### src/rtl/alu_secuencial_param.sv
// alu_secuencial_param: registered WIDTH-bit ALU with valid/ready handshakes on
// both sides, a shift-add multiplier, variable shifts and zero/carry flags.
// Optional build macro: ALU_SEQ_SIGNED_EN selects signed compare, arithmetic
// right shift and signed multiply. The port list is the same in both builds.
module alu_secuencial_param #(
    parameter int WIDTH = 8
) (
    input  logic               clk,
    input  logic               rst,
    input  logic               in_valid,
    output logic               in_ready,
    input  logic [WIDTH-1:0]   a,
    input  logic [WIDTH-1:0]   b,
    input  logic [2:0]         sel,
    input  logic               dir,
    output logic               out_valid,
    input  logic               out_ready,
    output logic [2*WIDTH-1:0] c,
    output logic               zero,
    output logic               carry
);

    localparam int SHW = $clog2(WIDTH);
    localparam int W2  = 2 * WIDTH;
    localparam int CW  = $clog2(WIDTH + 1);

`ifdef ALU_SEQ_SIGNED_EN
    localparam bit SIGNED_MODE = 1'b1;
`else
    localparam bit SIGNED_MODE = 1'b0;
`endif

    localparam logic [2:0] OP_ADD = 3'b000;
    localparam logic [2:0] OP_SUB = 3'b001;
    localparam logic [2:0] OP_AND = 3'b010;
    localparam logic [2:0] OP_OR  = 3'b011;
    localparam logic [2:0] OP_XOR = 3'b100;
    localparam logic [2:0] OP_CMP = 3'b101;
    localparam logic [2:0] OP_SHF = 3'b110;
    localparam logic [2:0] OP_MUL = 3'b111;

    typedef enum logic [1:0] {
        IDLE = 2'd0,
        MUL  = 2'd1,
        DONE = 2'd2
    } state_t;

    state_t          state_reg, state_next;
    logic [W2-1:0]   c_reg, c_next;
    logic            zero_reg, zero_next;
    logic            carry_reg, carry_next;
    logic [W2-1:0]   acc_reg, acc_next;
    logic [W2-1:0]   mcand_reg, mcand_next;
    logic [WIDTH-1:0] mplier_reg, mplier_next;
    logic [CW-1:0]   cnt_reg, cnt_next;

    // single-cycle datapath results, evaluated straight off the input operands
    logic [W2-1:0]   alu_c;
    logic            alu_carry;
    logic [WIDTH:0]  sum_ext;
    logic [W2-1:0]   shl;
    logic [W2-1:0]   shr;
    logic [W2-1:0]   shr_src;
    logic [SHW-1:0]  amt;
    logic            gt;
    logic [W2-1:0]   a_ext;
    logic [W2-1:0]   pp;
    logic [W2-1:0]   mac;

    assign amt       = b[SHW-1:0];
    assign in_ready  = (state_reg == IDLE);
    assign out_valid = (state_reg == DONE);
    assign c         = c_reg;
    assign zero      = zero_reg;
    assign carry     = carry_reg;

    // multiplicand widened to the product width (sign-extended in the signed build)
    always_comb begin
        if (SIGNED_MODE) a_ext = {{WIDTH{a[WIDTH-1]}}, a};
        else             a_ext = {{WIDTH{1'b0}}, a};
    end

    // combinational result and carry for every opcode except multiply
    always_comb begin
        alu_c     = '0;
        alu_carry = 1'b0;
        sum_ext   = '0;
        shl       = '0;
        shr       = '0;
        gt        = 1'b0;
        // operand placed in the upper half so bits falling off the right land
        // in the lower half; the top bit of the lower half is the last one out
        shr_src   = {a, {WIDTH{1'b0}}};
        case (sel)
            OP_ADD: begin
                sum_ext          = {1'b0, a} + {1'b0, b};
                alu_c[WIDTH:0]   = sum_ext;
                alu_carry        = sum_ext[WIDTH];
            end
            OP_SUB: begin
                alu_c[WIDTH-1:0] = a - b;
                alu_carry        = (a < b);
            end
            OP_AND: alu_c[WIDTH-1:0] = a & b;
            OP_OR:  alu_c[WIDTH-1:0] = a | b;
            OP_XOR: alu_c[WIDTH-1:0] = a ^ b;
            OP_CMP: begin
                if (SIGNED_MODE) gt = ($signed(a) > $signed(b));
                else             gt = (a > b);
                if (a == b)      alu_c[1:0] = 2'd1;
                else if (gt)     alu_c[1:0] = 2'd2;
                else             alu_c[1:0] = 2'd0;
            end
            OP_SHF: begin
                if (!dir) begin
                    // bit WIDTH of the widened shift is the last bit pushed out
                    shl              = {{WIDTH{1'b0}}, a} << amt;
                    alu_c[WIDTH-1:0] = shl[WIDTH-1:0];
                    alu_carry        = shl[WIDTH];
                end else begin
                    if (SIGNED_MODE) shr = $signed(shr_src) >>> amt;
                    else             shr = shr_src >> amt;
                    alu_c[WIDTH-1:0] = shr[W2-1:WIDTH];
                    alu_carry        = shr[WIDTH-1];
                end
            end
            default: ;
        endcase
    end

    // state register and all datapath registers
    always_ff @(posedge clk or posedge rst) begin
        if (rst) begin
            state_reg  <= IDLE;
            c_reg      <= '0;
            zero_reg   <= 1'b0;
            carry_reg  <= 1'b0;
            acc_reg    <= '0;
            mcand_reg  <= '0;
            mplier_reg <= '0;
            cnt_reg    <= '0;
        end else begin
            state_reg  <= state_next;
            c_reg      <= c_next;
            zero_reg   <= zero_next;
            carry_reg  <= carry_next;
            acc_reg    <= acc_next;
            mcand_reg  <= mcand_next;
            mplier_reg <= mplier_next;
            cnt_reg    <= cnt_next;
        end
    end

    // next-state and datapath update; the accept edge already folds in the
    // partial product of b[0], so the product is ready WIDTH edges after accept
    always_comb begin
        state_next  = state_reg;
        c_next      = c_reg;
        zero_next   = zero_reg;
        carry_next  = carry_reg;
        acc_next    = acc_reg;
        mcand_next  = mcand_reg;
        mplier_next = mplier_reg;
        cnt_next    = cnt_reg;

        pp = mplier_reg[0] ? mcand_reg : '0;
        // in the signed build the multiplier MSB has negative weight, so its
        // partial product (the final iteration) is subtracted
        if (SIGNED_MODE && (cnt_reg == CW'(1))) mac = acc_reg - pp;
        else                                    mac = acc_reg + pp;

        case (state_reg)
            IDLE: begin
                if (in_valid) begin
                    if (sel == OP_MUL) begin
                        acc_next    = b[0] ? a_ext : '0;
                        mcand_next  = a_ext << 1;
                        mplier_next = b >> 1;
                        cnt_next    = CW'(WIDTH - 1);
                        state_next  = MUL;
                    end else begin
                        c_next      = alu_c;
                        carry_next  = alu_carry;
                        zero_next   = (alu_c == '0);
                        state_next  = DONE;
                    end
                end
            end
            MUL: begin
                acc_next    = mac;
                mcand_next  = mcand_reg << 1;
                mplier_next = mplier_reg >> 1;
                cnt_next    = cnt_reg - CW'(1);
                if (cnt_reg == CW'(1)) begin
                    c_next     = mac;
                    carry_next = 1'b0;
                    zero_next  = (mac == '0);
                    state_next = DONE;
                end
            end
            DONE: begin
                if (out_ready) state_next = IDLE;
            end
            default: state_next = IDLE;
        endcase
    end

endmodule

### config.mk
export PLATFORM = sky130hd
export DESIGN_NAME = alu_secuencial_param
export DESIGN_NICKNAME = d
export VERILOG_FILES = /design/src/rtl/alu_secuencial_param.sv
export SDC_FILE = /design/constraint.sdc
export NUM_CORES = 1
export LEC_CHECK = 0
export CAP_MARGIN = 20
export CORE_MARGIN = 5
export CORE_UTILIZATION = 33
export CTS_BUF_LIST = sky130_fd_sc_hd__clkbuf_4 sky130_fd_sc_hd__clkbuf_8 sky130_fd_sc_hd__clkbuf_16
export DETAILED_ROUTE_END_ITERATION = 7
export PLACE_DENSITY = 0.55
export SLEW_MARGIN = 20
export SYNTH_ARGS = -nofsm -noshare
export SYNTH_HDL_FRONTEND = slang
export SYNTH_SLANG_ARGS = --single-unit
### constraint.sdc
create_clock -name clk -period 3.55 [get_ports clk]
set_clock_uncertainty 0.1 [all_clocks]
set_input_delay 0.71 -clock clk [delete_from_list [all_inputs] [get_ports clk]]
set_output_delay 0.71 -clock clk [all_outputs]
set_load 0.05 [all_outputs]
# After elaboration in Yosys (flattened, before gate mapping)
# Index checks and enable logic that the tools add are counted.
# word_totals
register_bits	64
output_inout_bits	20
wordCells	83
# classes
addsub	4
magnitude_cmp	2
n_eq_ne	16
shifts	2
muxes	40
n_bitwise	3
reduce_logical	8
# ops
op	count
$mux 16	8
$pmux 16 s2	3
$pmux 6 s6	1
$logic_not 16->1	2
$mux 8	4
$add 16x16->16	1
$pmux 8 s2	1
$shr 16x3->16	1
$pmux 2 s7	1
$eq 3x3->1 const B	4
$mux 2	6
$add 8x8->9	1
$mux 1	9
$shl 8x3->9	1
$and 8x8->8	1
$eq 8x8->1	1
$gt 8x8->1	1
$lt 8x8->1	1
$mux 4	2
$or 8x8->8	1
$pmux 4 s2	1
$sub 8x8->8	1
$xor 8x8->8	1
$eq 3x2->1 const B	2
other kinds (15)	20

# Longest topological paths before layout
# Gate-level depths: netlist of run 1.
# depth
ltp_word	9
mapped_depth	13
depth_no_buf	12

# Worst setup path before layout of run 1
# OpenSTA, ideal clock, no wires.
# synth_timing
path_kind	in2reg
from	input port b[2]
to	register zero_reg, in the netlist zero
arrival_time_ps	3166
required_time_ps	3355
slack_ps	189
cell_stages	12
path_buffers	2
cell_sequence	clkbuf_1 -> inv_1 -> ha_1 -> buf_6 -> inv_2 -> a211o_2 -> xnor2_1 -> mux4_2 -> a211o_1 -> nor4_2 -> a32oi_1 -> o31ai_1
# synth_between
elab_chain_cells	9
# synth_lines
element	line_no	text
from (decl)	13	input logic [WIDTH-1:0] b,
$gt 8x8->1	109	else gt = (a > b);
$mux 1	94	case (sel)
$mux 2	111	else if (gt) alu_c[1:0] = 2'd2;
$mux 2	110	if (a == b) alu_c[1:0] = 2'd1;
$pmux 2 s7	94	
$logic_not 16->1 *	184	zero_next = (alu_c == '0);
$mux 1 *	175	if (sel == OP_MUL) begin
$mux 1 *	174	if (in_valid) begin
$pmux 1 s2 *	172	case (state_reg)
to (signal assigned)	145	zero_reg <= zero_next;
to (decl)	50	logic zero_reg, zero_next;
# Mark *: on every way between the ends. The rest lies on a longest branch, timed or not. The select of a mux whose other input is x is not followed.
# A chain may end at the register's enable or synchronous reset.

# Worst setup path in the final report of run 1
# Ends and elaborated chain as after synthesis.

==> report_table.html, run 1 <==
<table>
<tr><th>Metric</th><th>Value</th></tr>
<tr><th colspan="2">Synth</th></tr>
<tr><td>Nets in the synthesized netlist</td><td>710</td></tr>
<tr><td>Most instantiated library cell after synthesis</td><td>sky130_fd_sc_hd__nand2_1</td></tr>
<tr><td>Post-Syn Area</td><td>0.00530 mm^2</td></tr>
<tr><td>Library cell with the largest summed area after synthesis</td><td>sky130_fd_sc_hd__dfrtp_1</td></tr>
<tr><td>Most used standard cells in the synthesized netlist</td><td>74 x sky130_fd_sc_hd__nand2_1, 62 x sky130_fd_sc_hd__dfrtp_1, 62 x sky130_fd_sc_hd__nor2_1</td></tr>
<tr><td>Synthesized instance count</td><td>642</td></tr>
<tr><td>Main area contributors after synthesis</td><td>sky130_fd_sc_hd__dfrtp_1 29%, sky130_fd_sc_hd__ha_1 9.7%, sky130_fd_sc_hd__nand2_1 5.2%, sky130_fd_sc_hd__nor2_1 4.4%, sky130_fd_sc_hd__a21oi_1 4.0%</td></tr>
<tr><td>Area fraction of the dominant cell type after synthesis</td><td>29.3%</td></tr>
<tr><td>Synth unique cells</td><td>75</td></tr>
<tr><td>Number of warnings reported in the yosys synthesis log</td><td>0</td></tr>
<tr><td>Flops &amp; latches, synth</td><td>62</td></tr>
<tr><td>Sequential-to-total area share from yosys stat</td><td>29.3%</td></tr>
<tr><td>EDFF count, synth</td><td>0</td></tr>
<tr><td>Mean area per synthesized cell</td><td>8.26 um^2</td></tr>
<tr><td>Post-synth top flop</td><td>sky130_fd_sc_hd__dfrtp_1</td></tr>
<tr><td>Share of synthesized flip-flops with an asynchronous set or reset</td><td>100%</td></tr>
<tr><th colspan="2">Setup path</th></tr>
<tr><td>Startpoint of the worst-slack reg-to-reg timing path</td><td>mplier_reg[0]</td></tr>
<tr><td>Bufs and invs on worst path</td><td>3</td></tr>
<tr><td>Data required, critical path</td><td>3.67 ns</td></tr>
<tr><td>Crit-path cells</td><td>clkdlybuf4s50_1, inv_1, buf_4, ha_1, a211o_2, xnor2_1, mux4_2, a211o_1, nor4_4, a32oi_2, o31ai_2</td></tr>
<tr><td>Worst Setup Start Kind</td><td>input port</td></tr>
<tr><td>Cell family with the largest share of critical-path delay</td><td>compound AO/OA/AOI/OAI gates</td></tr>
<tr><td>Element type at the critical path end</td><td>flip-flop</td></tr>
<tr><td>Number of cells on the critical path</td><td>11</td></tr>
<tr><td>Maximum net fanout on the critical path</td><td>7</td></tr>
<tr><td>Worst reg2reg path depth</td><td>12</td></tr>
<tr><td>Max incr delay on CP</td><td>0.50 ns</td></tr>
<tr><td>Internal reg-to-reg setup slack</td><td>0.35 ns</td></tr>
<tr><td>Critical Path AT</td><td>3.53 ns</td></tr>
<tr><td>Crit path max-delay cell type</td><td>sky130_fd_sc_hd__clkdlybuf4s50_1</td></tr>
<tr><td>Crit Path Class</td><td>input port to flip-flop</td></tr>
<tr><td>Endpoint of the most critical register-to-register path</td><td>zero</td></tr>
<tr><th colspan="2">Timing</th></tr>
<tr><td>Unrepaired setup endpoints after global routing</td><td>no</td></tr>
<tr><td>Slew of the pin with the lowest slew margin</td><td>1.12 ns</td></tr>
<tr><td>Minimum clock period</td><td>3.40 ns</td></tr>
<tr><td>FMAX</td><td>294 MHz</td></tr>
<tr><td>Setup slack after layout</td><td>0.145 ns</td></tr>
<tr><td>Setup TNS Final</td><td>0 ns</td></tr>
<tr><td>Final number of hold-violating endpoints</td><td>0</td></tr>
<tr><td>Number of pins exceeding their max-slew limit in the final report</td><td>0</td></tr>
<tr><td>Minimum hold slack</td><td>0.363 ns</td></tr>
<tr><td>Slew Limit Headroom</td><td>25.3%</td></tr>
<tr><td>Setup violation total in the final timing report</td><td>0</td></tr>
<tr><td>Post-route clock period utilization</td><td>95.9%</td></tr>
<tr><th colspan="2">Clocking</th></tr>
<tr><td>Cell at the root of the clock tree</td><td>sky130_fd_sc_hd__clkbuf_16</td></tr>
<tr><td>Number of buffers added by the clock tree synthesis step</td><td>9</td></tr>
<tr><td>CTS tree</td><td>yes</td></tr>
<tr><td>Latest clock arrival within the worst-skew pair</td><td>0.33 ns</td></tr>
<tr><td>Clock transition at the registers of the reported paths</td><td>0.05 ns</td></tr>
<tr><td>Maximum number of buffers from clock root to sink</td><td>2</td></tr>
<tr><td>Clock sink count</td><td>62</td></tr>
<tr><td>Depth of the CTS H-tree</td><td>3</td></tr>
<tr><td>Hold-fix buffers, CTS</td><td>0</td></tr>
<tr><th colspan="2">Placement</th></tr>
<tr><td>DP Area</td><td>0.00644 mm^2</td></tr>
<tr><td>Last weighted congestion value of the routability-driven placer</td><td>0.967</td></tr>
<tr><td>Number of placed instances, taps included</td><td>944</td></tr>
<tr><td>HPWL reported at the end of detailed placement</td><td>13800 um</td></tr>
<tr><td>Worst setup slack before clock tree synthesis</td><td>-0.301 ns</td></tr>
<tr><td>Port Buf Inserts</td><td>43</td></tr>
<tr><th colspan="2">Power and ir drop</th></tr>
<tr><td>Leakage power of the design</td><td>3.15 nW</td></tr>
<tr><td>Pwr Total</td><td>3.71 mW</td></tr>
<tr><td>PD cells</td><td>541 mW/mm^2</td></tr>
<tr><td>Worst IR Drop VDD</td><td>0.284 mV</td></tr>
<tr><th colspan="2">Finish</th></tr>
<tr><td>Cell area after layout</td><td>0.00685 mm^2</td></tr>
<tr><td>Post-route non-filler standard cell count</td><td>959</td></tr>
<tr><td>Finished Core Util</td><td>43.3%</td></tr>
<tr><td>Syn-to-layout area delta</td><td>29.2%</td></tr>
<tr><td>Area taken by multi-input logic gates</td><td>0.00352 mm^2</td></tr>
<tr><td>Sequential cell area in the final layout</td><td>0.00155 mm^2</td></tr>
<tr><td>Antenna Cells</td><td>0</td></tr>
<tr><td>Layout cell share with drive strength beyond 1</td><td>18.2%</td></tr>
<tr><td>Final Net Count</td><td>807</td></tr>
<tr><td>Number of fillers in the final layout</td><td>1602</td></tr>
<tr><th colspan="2">Global routing</th></tr>
<tr><td>Global-route wire length before repair</td><td>28400 um</td></tr>
<tr><td>Residual overflow from global routing</td><td>0</td></tr>
<tr><td>Maximum number of pins on one net before global-route repair</td><td>50</td></tr>
<tr><td>Total track usage</td><td>19.3%</td></tr>
<tr><td>Initial antenna violation count</td><td>0</td></tr>
<tr><td>Number of global-route vias before repair</td><td>5168</td></tr>
<tr><th colspan="2">Die</th></tr>
<tr><td>Core region area</td><td>0.0158 mm^2</td></tr>
<tr><td>Die H</td><td>137 um</td></tr>
<tr><td>Effective utilization at floorplan</td><td>33.5%</td></tr>
<tr><td>Row count</td><td>46</td></tr>
<tr><td>Die extent in x</td><td>137 um</td></tr>
<tr><td>Number of top-level design ports</td><td>44</td></tr>
<tr><td>Die Area</td><td>0.0187 mm^2</td></tr>
<tr><th colspan="2">Detailed routing</th></tr>
<tr><td>Detailed-route vias per instance</td><td>5.47</td></tr>
<tr><td>Routed wire per std cell</td><td>18.4 um</td></tr>
<tr><td>Drt pass-1 iters</td><td>6</td></tr>
<tr><td>Number of antenna-violating nets in the routed design</td><td>0</td></tr>
<tr><td>Total Routed Length</td><td>17600 um</td></tr>
<tr><td>Drt initial violations</td><td>433</td></tr>
<tr><td>Drc violations</td><td>0</td></tr>
<tr><td>Number of vias after detailed routing</td><td>5245</td></tr>
<tr><th colspan="2">Min path</th></tr>
<tr><td>Path category of the worst min-delay check</td><td>flip-flop to flip-flop</td></tr>
<tr><td>Worst min-delay path endpoint</td><td>carry</td></tr>
<tr><td>Worst hold path startpoint</td><td>carry</td></tr>
<tr><td>Worst Hold Depth</td><td>2</td></tr>
<tr><th colspan="2">Run status</th></tr>
<tr><td>Status</td><td>finished, final reports clean</td></tr>
<tr><th colspan="2">Job</th></tr>
<tr><td>Number of maximum-capacitance violations</td><td>0</td></tr>
</table>
==> repair_timing <==
item | in CTS | in global routing
setup endpoints to repair | 0 | 3
buffers inserted | 0 | 0
resized for setup | 0 | 23
hold endpoints to repair | 0 | 0
==> worst max-delay path by stage <==
stage | from | endpoint | slack, ns
after floorplan | b[2] | zero | 0.19
after global placement | a[0] | zero | -0.21
after detailed placement | a[0] | zero | -0.30
after CTS | a[0] | zero | 0.002
after global routing | b[2] | zero | 0.06
final | b[2] | zero | 0.15
==> worst reg2reg max path, stage by stage (launching register included) <==
cell and delay (ns):
sky130_fd_sc_hd__dfrtp_1 0.61, sky130_fd_sc_hd__and2_1 0.20, sky130_fd_sc_hd__ha_1 0.18, sky130_fd_sc_hd__inv_1 0.07, sky130_fd_sc_hd__fa_1 0.40, sky130_fd_sc_hd__nor2b_1 0.17, sky130_fd_sc_hd__o31a_1 0.25, sky130_fd_sc_hd__o311a_1 0.27
sky130_fd_sc_hd__o21ai_2 0.10, sky130_fd_sc_hd__xor2_1 0.18, sky130_fd_sc_hd__nand2_1 0.10, sky130_fd_sc_hd__nand4b_1 0.23, sky130_fd_sc_hd__o31ai_2 0.24
==> layout by cell type, fill, tap and decap left out, drive strengths merged, types with 10 or more instances in the layout <==
master and n:
nor2b 10, dfrtp 62, o21ai 44, nand2 74
nor2 62, clkbuf 12, a211oi 10, nand3 14
a21o 16, ha 41, a21oi 42, nor3 11
a22o 14, and2 18, inv 40, buf 79
a31oi 13, clkdlybuf4s50 41
==> layer usage <==
metal	vias to the layer above	wire length, um	GRT usage [%]
li1	2512	-	-
met3	25	1170	3.05
met5	-	0	0
met4	0	359	5.32
met2	187	8240	31.5
met1	2521	7840	26.5
==> cells by family (layout without fill, tap and decap cells) <==
kind of cell             after synthesis  in the layout  share of synthesized area, %
flip-flops                            62             62                          29.3
AO/OA/AOI/OAI                        194            194                          24.9
adder cells (fa/ha/maj)               44             44                          10.8
buffers and inverters                 76            177                          6.19
AND/OR/NAND/NOR                      229            229                          20.7
multiplexers                          22             22                          5.62
XOR/XNOR                              15             15                          2.48
==> area by class of cell <==
| class | instances | share of cell area [%] |
|---|---|---|
| timing repair buffer | 122 | 15.3 |
| multi-input combinational | 504 | 51.4 |
| sequential | 62 | 22.6 |
| clock inverter | 3 | 0.621 |
| tap | 216 | 3.95 |
| inverter | 40 | 2.19 |
| clock buffer | 12 | 3.89 |
==> power by group <==
part	internal, mW	switching (mW)	total, mW
Clock	0.595	0.304	0.899
Sequential	0.956	0.206	1.16
Combinational	0.673	0.971	1.64
(Power assumes the default switching activity.)
==> run 2: changes to the inputs <==
--- a/config.mk
+++ b/config.mk
@@ -10,7 +10,8 @@
 export CORE_UTILIZATION = 33
 export CTS_BUF_LIST = sky130_fd_sc_hd__clkbuf_4 sky130_fd_sc_hd__clkbuf_8 sky130_fd_sc_hd__clkbuf_16
 export DETAILED_ROUTE_END_ITERATION = 7
-export PLACE_DENSITY = 0.55
+export DONT_BUFFER_PORTS = 1
+export PLACE_DENSITY = 0.52
 export SLEW_MARGIN = 20
 export SYNTH_ARGS = -nofsm -noshare
 export SYNTH_HDL_FRONTEND = slang
==> run 2 against run 1 <==
  * Count of clock-buffer cells in the layout decreased by 3
  * Global-route usage down 0.14 points
  * Worst setup slack better by 0.29 ns
  * Worst hold slack got worse by 0.17 ns
  * Register-to-register slack better by 0.08 ns
  * Wire length fell by 0.31%
  * Largest cell class unchanged
  * Final cell count decreased by 11%
  * Utilization decreased by 6.3 points
  * Critical path depth unchanged
==> report_table.html, run 2 (same netlist as run 1, synthesis figures left out) <==
<table>
<tr><th>Metric</th><th>Value</th></tr>
<tr><th colspan="2">Placement</th></tr>
<tr><td>Port Buf Inserts</td><td>0 (-100%)</td></tr>
<tr><td>HPWL reported at the end of detailed placement</td><td>13600 um (-1.6%)</td></tr>
<tr><td>Number of placed instances, taps included</td><td>839 (-11%)</td></tr>
<tr><td>Last weighted congestion value of the routability-driven placer</td><td>0.984 (+1.7%)</td></tr>
<tr><th colspan="2">Global routing</th></tr>
<tr><td>Total track usage</td><td>19.2% (-0.14 points)</td></tr>
<tr><td>Number of global-route vias before repair</td><td>4735 (-8.4%)</td></tr>
<tr><td>Maximum number of pins on one net before global-route repair</td><td>43 (-14%)</td></tr>
<tr><td>Global-route wire length before repair</td><td>27500 um (-3.2%)</td></tr>
<tr><td>Initial antenna violation count</td><td>0 (unchanged)</td></tr>
<tr><td>Residual overflow from global routing</td><td>0 (unchanged)</td></tr>
<tr><th colspan="2">Setup path</th></tr>
<tr><td>Maximum net fanout on the critical path</td><td>13 (+6)</td></tr>
<tr><td>Worst reg2reg path depth</td><td>11 (-1)</td></tr>
<tr><td>Crit path max-delay cell type</td><td>sky130_fd_sc_hd__dfrtp_1</td></tr>
<tr><td>Crit-path cells</td><td>buf_4, and2_1, ha_1, nor2b_1, o31a_1, o311a_1, o21ai_2, xor2_1, nand2_1, nand4b_1, o31ai_1</td></tr>
<tr><td>Max incr delay on CP</td><td>0.41 ns (-0.09 ns)</td></tr>
<tr><td>Critical Path AT</td><td>3.27 ns (-0.26 ns)</td></tr>
<tr><td>Internal reg-to-reg setup slack</td><td>0.43 ns (+0.08 ns)</td></tr>
<tr><td>Endpoint of the most critical register-to-register path</td><td>zero</td></tr>
<tr><td>Cell family with the largest share of critical-path delay</td><td>compound AO/OA/AOI/OAI gates</td></tr>
<tr><td>Startpoint of the worst-slack reg-to-reg timing path</td><td>mplier_reg[0]</td></tr>
<tr><td>Bufs and invs on worst path</td><td>1 (-2)</td></tr>
<tr><td>Worst Setup Start Kind</td><td>flip-flop</td></tr>
<tr><td>Element type at the critical path end</td><td>flip-flop</td></tr>
<tr><td>Crit Path Class</td><td>flip-flop to flip-flop</td></tr>
<tr><td>Data required, critical path</td><td>3.70 ns (+0.03 ns)</td></tr>
<tr><th colspan="2">Power and ir drop</th></tr>
<tr><td>P_int</td><td>2.07 mW (-7.0%)</td></tr>
<tr><td>PD cells</td><td>602 mW/mm^2 (+11%)</td></tr>
<tr><td>Switching Share</td><td>41.2% (+1.3 points)</td></tr>
<tr><td>Clk network pwr share</td><td>27.8% (+3.5 points)</td></tr>
<tr><td>Worst IR Drop VDD</td><td>0.339 mV (+19%)</td></tr>
<tr><td>Combinational share of power</td><td>34.4% (-10 points)</td></tr>
<tr><td>Pwr Total</td><td>3.52 mW (-5.0%)</td></tr>
<tr><td>Switching power of the nets</td><td>1.45 mW (-2.0%)</td></tr>
<tr><td>Share of power burned in registers</td><td>37.9% (+6.5 points)</td></tr>
<tr><td>Leakage power of the design</td><td>2.65 nW (-16%)</td></tr>
<tr><th colspan="2">Finish</th></tr>
<tr><td>Area taken by multi-input logic gates</td><td>0.00343 mm^2 (-2.6%)</td></tr>
<tr><td>Layout cell share with drive strength beyond 1</td><td>9.23% (-8.9 points)</td></tr>
<tr><td>Post-route non-filler standard cell count</td><td>855 (-11%)</td></tr>
<tr><td>Final Net Count</td><td>702 (-13%)</td></tr>
<tr><td>Number of fillers in the final layout</td><td>1636 (+2.1%)</td></tr>
<tr><td>Commonest cells after routing, fill and taps aside</td><td>74 x sky130_fd_sc_hd__nand2_1, 62 x sky130_fd_sc_hd__dfrtp_1, 61 x sky130_fd_sc_hd__nor2_1</td></tr>
<tr><td>Sequential cell area in the final layout</td><td>0.00155 mm^2 (unchanged)</td></tr>
<tr><td>Commonest non-fill, non-tap cell in the layout</td><td>sky130_fd_sc_hd__nand2_1</td></tr>
<tr><td>Syn-to-layout area delta</td><td>10.4%</td></tr>
<tr><td>Antenna Cells</td><td>0 (unchanged)</td></tr>
<tr><th colspan="2">Detailed routing</th></tr>
<tr><td>Number of antenna-violating nets in the routed design</td><td>0 (unchanged)</td></tr>
<tr><td>Drt initial violations</td><td>257 (-41%)</td></tr>
<tr><td>Drt pass-1 iters</td><td>6 (unchanged)</td></tr>
<tr><td>Total Routed Length</td><td>17600 um (-0.31%)</td></tr>
<tr><td>Number of vias after detailed routing</td><td>4803 (-8.4%)</td></tr>
<tr><td>Routed wire per std cell</td><td>20.5 um (+12%)</td></tr>
<tr><td>Drc violations</td><td>0 (unchanged)</td></tr>
<tr><td>Detailed-route vias per instance</td><td>5.62 (+2.7%)</td></tr>
<tr><th colspan="2">Clocking</th></tr>
<tr><td>CTS tree</td><td>yes</td></tr>
<tr><td>Clock sink count</td><td>62 (unchanged)</td></tr>
<tr><td>Latest clock arrival within the worst-skew pair</td><td>0.35 ns (+0.02 ns)</td></tr>
<tr><td>Clock transition at the registers of the reported paths</td><td>0.06 ns (about the same)</td></tr>
<tr><td>Number of buffers added by the clock tree synthesis step</td><td>9 (unchanged)</td></tr>
<tr><td>Hold-fix buffers, CTS</td><td>0 (unchanged)</td></tr>
<tr><td>Total of cells resized after clock tree synthesis</td><td>0 (unchanged)</td></tr>
<tr><td>Post-CTS Setup Repair Bufs</td><td>0 (unchanged)</td></tr>
<tr><td>Maximum number of buffers from clock root to sink</td><td>2 (unchanged)</td></tr>
<tr><td>Depth of the CTS H-tree</td><td>3 (unchanged)</td></tr>
<tr><td>Cell at the root of the clock tree</td><td>sky130_fd_sc_hd__clkbuf_16</td></tr>
<tr><th colspan="2">Timing</th></tr>
<tr><td>Minimum hold slack</td><td>0.193 ns (-0.170 ns)</td></tr>
<tr><td>Setup violation total in the final timing report</td><td>0 (unchanged)</td></tr>
<tr><td>Slew of the pin with the lowest slew margin</td><td>0.932 ns (-0.184 ns)</td></tr>
<tr><td>Unrepaired setup endpoints after global routing</td><td>no</td></tr>
<tr><td>FMAX</td><td>321 MHz (+9.3%)</td></tr>
<tr><td>Setup TNS Final</td><td>0 ns (unchanged)</td></tr>
<tr><td>Post-route clock period utilization</td><td>87.8% (-8.1 points)</td></tr>
<tr><td>Final number of hold-violating endpoints</td><td>0 (unchanged)</td></tr>
<tr><td>Minimum clock period</td><td>3.12 ns (-0.289 ns)</td></tr>
<tr><td>Number of pins exceeding their max-slew limit in the final report</td><td>0 (unchanged)</td></tr>
<tr><td>Slew Limit Headroom</td><td>37.8% (+12 points)</td></tr>
<tr><th colspan="2">Job</th></tr>
<tr><td>Number of maximum-capacitance violations</td><td>0 (unchanged)</td></tr>
<tr><th colspan="2">Min path</th></tr>
<tr><td>Path category of the worst min-delay check</td><td>input port to asynchronous set/reset pin</td></tr>
<tr><th colspan="2">Die</th></tr>
<tr><td>Die H</td><td>137 um (unchanged)</td></tr>
<tr><td>Core region area</td><td>0.0158 mm^2 (unchanged)</td></tr>
<tr><td>Effective utilization at floorplan</td><td>33.5% (unchanged)</td></tr>
<tr><td>Number of top-level design ports</td><td>44 (unchanged)</td></tr>
<tr><td>Die extent in x</td><td>137 um (unchanged)</td></tr>
<tr><td>Row count</td><td>46 (unchanged)</td></tr>
<tr><td>Die Area</td><td>0.0187 mm^2 (unchanged)</td></tr>
<tr><th colspan="2">Run status</th></tr>
<tr><td>Status</td><td>finished, final reports clean</td></tr>
</table>
-- run 2: layout make-up --
| type | instances | share of cell area [%] |
|---|---|---|
| multi-input combinational | 504 | 58.6 |
| sequential | 62 | 26.5 |
| tap | 216 | 4.62 |
| clock buffer | 9 | 3.85 |
| inverter | 40 | 2.57 |
| timing repair buffer | 17 | 2.18 |
| clock inverter | 7 | 1.67 |
-- run 2: through the flow --
step	setup WS [ns]	utilization, %	instance area (um^2)
floorplan	0.189	-	5300
global placement	0.302	34.9	5530
detailed placement	0.257	34.9	5530
CTS	0.458	37.0	5850
global route	0.331	37.0	5850
finish	0.434	37.0	5850
-- run 2: layer usage --
layer  up-vias  part of all wire, %  wire, um  GRT usage [%]
li1       2298                    -         -              -
met2       134                   44      7670           29.1
met3        28                  5.8      1020           4.15
met1      2343                   48      8430           26.7
met5         -                    0         0              0
met4         0                  2.4       425           7.05
-- run 2: worst max path at each step --
stage	startpoint	slack, ns	end	cells after the start
6_report	mplier_reg[0]	0.43	zero	11
5_1_grt	mplier_reg[0]	0.33	zero	11
4_1_cts	mplier_reg[0]	0.46	zero	11
3_5_place_dp	a[2]	0.26	zero	10
3_3_place_gp	a[2]	0.30	zero	10
2_1_floorplan	b[2]	0.19	zero	12
-- run 2: power by group through the flow --
stage | registers, mW | logic (mW) | clock network [mW]
2_1_floorplan | 1.28 | 0.953 | 0
3_3_place_gp | 1.34 | 1.20 | 0
3_5_place_dp | 1.34 | 1.22 | 0
4_1_cts | 1.33 | 1.22 | 0.991
5_1_grt | 1.37 | 1.37 | 1.02
6_report | 1.33 | 1.21 | 0.977
==> run 3: changes to the inputs <==
--- a/config.mk
+++ b/config.mk
@@ -11,7 +11,7 @@
 export CTS_BUF_LIST = sky130_fd_sc_hd__clkbuf_4 sky130_fd_sc_hd__clkbuf_8 sky130_fd_sc_hd__clkbuf_16
 export DETAILED_ROUTE_END_ITERATION = 7
 export DONT_BUFFER_PORTS = 1
-export PLACE_DENSITY = 0.52
+export PLACE_DENSITY = 0.53
 export SLEW_MARGIN = 20
 export SYNTH_ARGS = -nofsm -noshare
 export SYNTH_HDL_FRONTEND = slang
==> constraint.sdc (replaced) <==
create_clock -name clk -period 2.65 [get_ports clk]
set_clock_uncertainty 0.1 [all_clocks]
set_input_delay 0.53 -clock clk [delete_from_list [all_inputs] [get_ports clk]]
set_output_delay 0.53 -clock clk [all_outputs]
set_load 0.05 [all_outputs]
==> run 3 against run 2 <==
  * The flow now finishes with violations (setup timing)
  * Flip-flop and latch count unchanged
  * Clock power up 16%
  * Worst setup slack worse by 0.64 ns
  * First-iteration DRC count up 48%
  * Sequential power up 36%
  * Non-clock buffer count up 94
  * Sequential share of layout area down 3.5 points
  * Count of clock-buffer cells in the layout up 4
  * Combinational power up 83%
  * Maximum frequency up 9.1%
  * Final area up 16%
  * Wire length up 0.95%
  * Largest power group is now combinational cells
==> report_table.html, run 3 (same netlist as run 1, synthesis figures left out) <==
<table>
<tr><th>Metric</th><th>Value</th></tr>
<tr><th colspan="2">Run status</th></tr>
<tr><td>Failing checks</td><td>setup timing</td></tr>
<tr><td>Status</td><td>finished, violations left</td></tr>
<tr><th colspan="2">Power and ir drop</th></tr>
<tr><td>Share of power burned in registers</td><td>35.2% (-2.7 points)</td></tr>
<tr><td>Pwr Total</td><td>5.16 mW (+47%)</td></tr>
<tr><td>Switching Share</td><td>40.0% (-1.2 points)</td></tr>
<tr><td>Switching power of the nets</td><td>2.06 mW (+42%)</td></tr>
<tr><td>P_int</td><td>3.09 mW (+50%)</td></tr>
<tr><td>Worst IR Drop VDD</td><td>0.433 mV (+28%)</td></tr>
<tr><td>PD cells</td><td>763 mW/mm^2 (+27%)</td></tr>
<tr><td>Clk network pwr share</td><td>22.0% (-5.8 points)</td></tr>
<tr><td>Combinational share of power</td><td>42.9% (+8.5 points)</td></tr>
<tr><td>Leakage power of the design</td><td>3.14 nW (+18%)</td></tr>
<tr><th colspan="2">Finish</th></tr>
<tr><td>Sequential cell area in the final layout</td><td>0.00155 mm^2 (about the same)</td></tr>
<tr><td>Final Net Count</td><td>796 (+13%)</td></tr>
<tr><td>Finished Core Util</td><td>42.7% (+5.7 points)</td></tr>
<tr><td>Post-route non-filler standard cell count</td><td>949 (+11%)</td></tr>
<tr><td>Antenna Cells</td><td>0 (unchanged)</td></tr>
<tr><td>Commonest cells after routing, fill and taps aside</td><td>108 x sky130_fd_sc_hd__buf_4, 73 x sky130_fd_sc_hd__nand2_1, 61 x sky130_fd_sc_hd__dfrtp_1</td></tr>
<tr><td>Area taken by multi-input logic gates</td><td>0.00362 mm^2 (+5.7%)</td></tr>
<tr><td>Commonest non-fill, non-tap cell in the layout</td><td>sky130_fd_sc_hd__buf_4</td></tr>
<tr><td>Cell area after layout</td><td>0.00676 mm^2 (+16%)</td></tr>
<tr><td>Number of fillers in the final layout</td><td>1602 (-2.1%)</td></tr>
<tr><td>Layout cell share with drive strength beyond 1</td><td>25.2% (+16 points)</td></tr>
<tr><td>Syn-to-layout area delta</td><td>27.5%</td></tr>
<tr><th colspan="2">Setup path</th></tr>
<tr><td>Critical Path AT</td><td>2.99 ns (-0.28 ns)</td></tr>
<tr><td>Data required, critical path</td><td>2.78 ns (-0.92 ns)</td></tr>
<tr><td>Element type at the critical path end</td><td>flip-flop</td></tr>
<tr><td>Worst Setup Start Kind</td><td>flip-flop</td></tr>
<tr><td>Crit Path Class</td><td>flip-flop to flip-flop</td></tr>
<tr><td>Maximum net fanout on the critical path</td><td>5 (-8)</td></tr>
<tr><th colspan="2">Timing</th></tr>
<tr><td>Number of pins exceeding their max-slew limit in the final report</td><td>0 (unchanged)</td></tr>
<tr><td>Setup slack after layout</td><td>-0.205 ns (-0.640 ns)</td></tr>
<tr><td>FMAX</td><td>350 MHz (+9.1%)</td></tr>
<tr><td>Setup violation total in the final timing report</td><td>4 (+4)</td></tr>
<tr><td>Final number of hold-violating endpoints</td><td>0 (unchanged)</td></tr>
<tr><td>Minimum clock period</td><td>2.86 ns (-0.260 ns)</td></tr>
<tr><td>Slew Limit Headroom</td><td>58.1% (+20 points)</td></tr>
<tr><td>Setup TNS Final</td><td>-0.486 ns (-0.486 ns)</td></tr>
<tr><td>Slew of the pin with the lowest slew margin</td><td>0.619 ns (-0.313 ns)</td></tr>
<tr><td>Unrepaired setup endpoints after global routing</td><td>yes</td></tr>
<tr><td>Post-route clock period utilization</td><td>108% (+20 points)</td></tr>
<tr><td>Minimum hold slack</td><td>0.0588 ns (-0.134 ns)</td></tr>
<tr><th colspan="2">Die</th></tr>
<tr><td>Number of top-level design ports</td><td>44 (unchanged)</td></tr>
<tr><td>Die extent in x</td><td>137 um (unchanged)</td></tr>
<tr><td>Die H</td><td>137 um (unchanged)</td></tr>
<tr><td>Effective utilization at floorplan</td><td>33.5% (unchanged)</td></tr>
<tr><td>Core region area</td><td>0.0158 mm^2 (unchanged)</td></tr>
<tr><td>Die Area</td><td>0.0187 mm^2 (unchanged)</td></tr>
<tr><td>Row count</td><td>46 (unchanged)</td></tr>
<tr><th colspan="2">Clocking</th></tr>
<tr><td>Number of buffers added by the clock tree synthesis step</td><td>9 (unchanged)</td></tr>
<tr><td>Maximum number of buffers from clock root to sink</td><td>2 (unchanged)</td></tr>
<tr><td>CTS tree</td><td>yes</td></tr>
<tr><td>Depth of the CTS H-tree</td><td>3 (unchanged)</td></tr>
<tr><td>Cell at the root of the clock tree</td><td>sky130_fd_sc_hd__clkbuf_16</td></tr>
<tr><td>Latest clock arrival within the worst-skew pair</td><td>0.33 ns (-0.02 ns)</td></tr>
<tr><td>Clock sink count</td><td>62 (unchanged)</td></tr>
<tr><td>Clock transition at the registers of the reported paths</td><td>0.05 ns (about the same)</td></tr>
<tr><th colspan="2">Min path</th></tr>
<tr><td>Path category of the worst min-delay check</td><td>input port to asynchronous set/reset pin</td></tr>
<tr><th colspan="2">Detailed routing</th></tr>
<tr><td>Detailed-route vias per instance</td><td>5.49 (-2.2%)</td></tr>
<tr><td>Routed wire per std cell</td><td>18.7 um (-9.1%)</td></tr>
<tr><td>Number of vias after detailed routing</td><td>5212 (+8.5%)</td></tr>
<tr><td>Number of antenna-violating nets in the routed design</td><td>0 (unchanged)</td></tr>
<tr><td>Drt initial violations</td><td>381 (+48%)</td></tr>
<tr><td>Drc violations</td><td>0 (unchanged)</td></tr>
<tr><td>Drt pass-1 iters</td><td>7 (+1)</td></tr>
<tr><td>Total Routed Length</td><td>17700 um (+0.95%)</td></tr>
<tr><th colspan="2">Global routing</th></tr>
<tr><td>Global-route wire length before repair</td><td>27900 um (+1.4%)</td></tr>
<tr><td>Initial antenna violation count</td><td>0 (unchanged)</td></tr>
<tr><td>Number of global-route vias before repair</td><td>5204 (+9.9%)</td></tr>
<tr><td>Residual overflow from global routing</td><td>0 (unchanged)</td></tr>
<tr><td>Total track usage</td><td>19.2% (about the same)</td></tr>
<tr><td>Maximum number of pins on one net before global-route repair</td><td>56 (+30%)</td></tr>
<tr><th colspan="2">Placement</th></tr>
<tr><td>Last weighted congestion value of the routability-driven placer</td><td>0.886 (-9.9%)</td></tr>
<tr><td>DP Area</td><td>0.00630 mm^2 (+14%)</td></tr>
<tr><td>HPWL reported at the end of detailed placement</td><td>13600 um (+0.37%)</td></tr>
<tr><td>Port Buf Inserts</td><td>0 (unchanged)</td></tr>
<tr><td>Number of placed instances, taps included</td><td>931 (+11%)</td></tr>
<tr><td>Worst setup slack before clock tree synthesis</td><td>-0.560 ns (-0.816 ns)</td></tr>
<tr><th colspan="2">Job</th></tr>
<tr><td>Number of maximum-capacitance violations</td><td>0 (unchanged)</td></tr>
</table>
-- run 3: changes by cell type in the layout (fill, tap and decap cells not counted), moves of 3 or more --
cell and change:
sky130_fd_sc_hd__a211oi_2 +3, sky130_fd_sc_hd__buf_4 +91, sky130_fd_sc_hd__nor2_2 +3, sky130_fd_sc_hd__fa_1 -3, sky130_fd_sc_hd__ha_1 -5, sky130_fd_sc_hd__a211oi_1 -3, sky130_fd_sc_hd__fa_2 +3, sky130_fd_sc_hd__ha_4 +5
sky130_fd_sc_hd__nor2_1 -3, sky130_fd_sc_hd__clkbuf_8 +3
-- run 3: what timing repair did --
item	4_1_cts	5_1_grt
endpoints found under the setup margin	9	19
pin swaps	5	8
resized for setup	10	23
buffers inserted	1	2
hold buffers	0	0
endpoints found under the hold margin	0	0
-- run 3: cell type report --
class	instances	share of cell area, %
well taps	216	4.00
inverters	40	2.33
clock inverters	3	0.259
flip-flops and latches	62	23.0
multi-input cells	504	53.6
clock buffers	13	4.05
repair buffers	111	12.8
-- run 3: routing by layer --
layer / vias up / GRT usage, % / share of wire (%)
met5: - / 0 / 0
met4: 0 / 6.49 / 2.4
met3: 29 / 4.63 / 6.8
met2: 183 / 31.5 / 47
met1: 2512 / 24.6 / 44
li1: 2488 / - / -
-- run 3: final timing paths --
| kind | from | slack [ns] | end | cells after the start |
|---|---|---|---|---|
| worst max-delay path | mplier_reg[0] | -0.21 | zero | 12 |
| worst min-delay path | rst | 0.06 | c[1] | 1 |
| worst max register to register | mplier_reg[0] | -0.21 | zero | 12 |
| worst min register to register | mplier_reg[2] | 0.38 | mplier_reg[2] | 2 |
| max in group asynchronous | rst | 1.76 | mplier_reg[0] | 2 |
| min in group clk | a[7] | 0.31 | acc_reg[7] | 2 |
-- run 3: power by group through the flow --
| stage | registers (mW) | clock network [mW] | logic [mW] |
|---|---|---|---|
| 2_1_floorplan | 1.71 | 0 | 1.30 |
| 3_3_place_gp | 1.80 | 0 | 2.02 |
| 3_5_place_dp | 1.81 | 0 | 2.07 |
| 4_1_cts | 1.81 | 1.15 | 2.12 |
| 5_1_grt | 1.86 | 1.19 | 2.45 |
| 6_report | 1.81 | 1.13 | 2.21 |
-- run 3: critical path, stage by stage (launching register included) --
cell and delay [ns]:
sky130_fd_sc_hd__dfrtp_2 0.43, sky130_fd_sc_hd__and2_4 0.16, sky130_fd_sc_hd__ha_4 0.15, sky130_fd_sc_hd__inv_2 0.05, sky130_fd_sc_hd__fa_2 0.23, sky130_fd_sc_hd__nor2b_4 0.06, sky130_fd_sc_hd__o31a_1 0.29, sky130_fd_sc_hd__or4_1 0.51
sky130_fd_sc_hd__o21ai_2 0.09, sky130_fd_sc_hd__nor2_1 0.05, sky130_fd_sc_hd__nor4_1 0.26, sky130_fd_sc_hd__nand4b_1 0.14, sky130_fd_sc_hd__o31ai_1 0.23
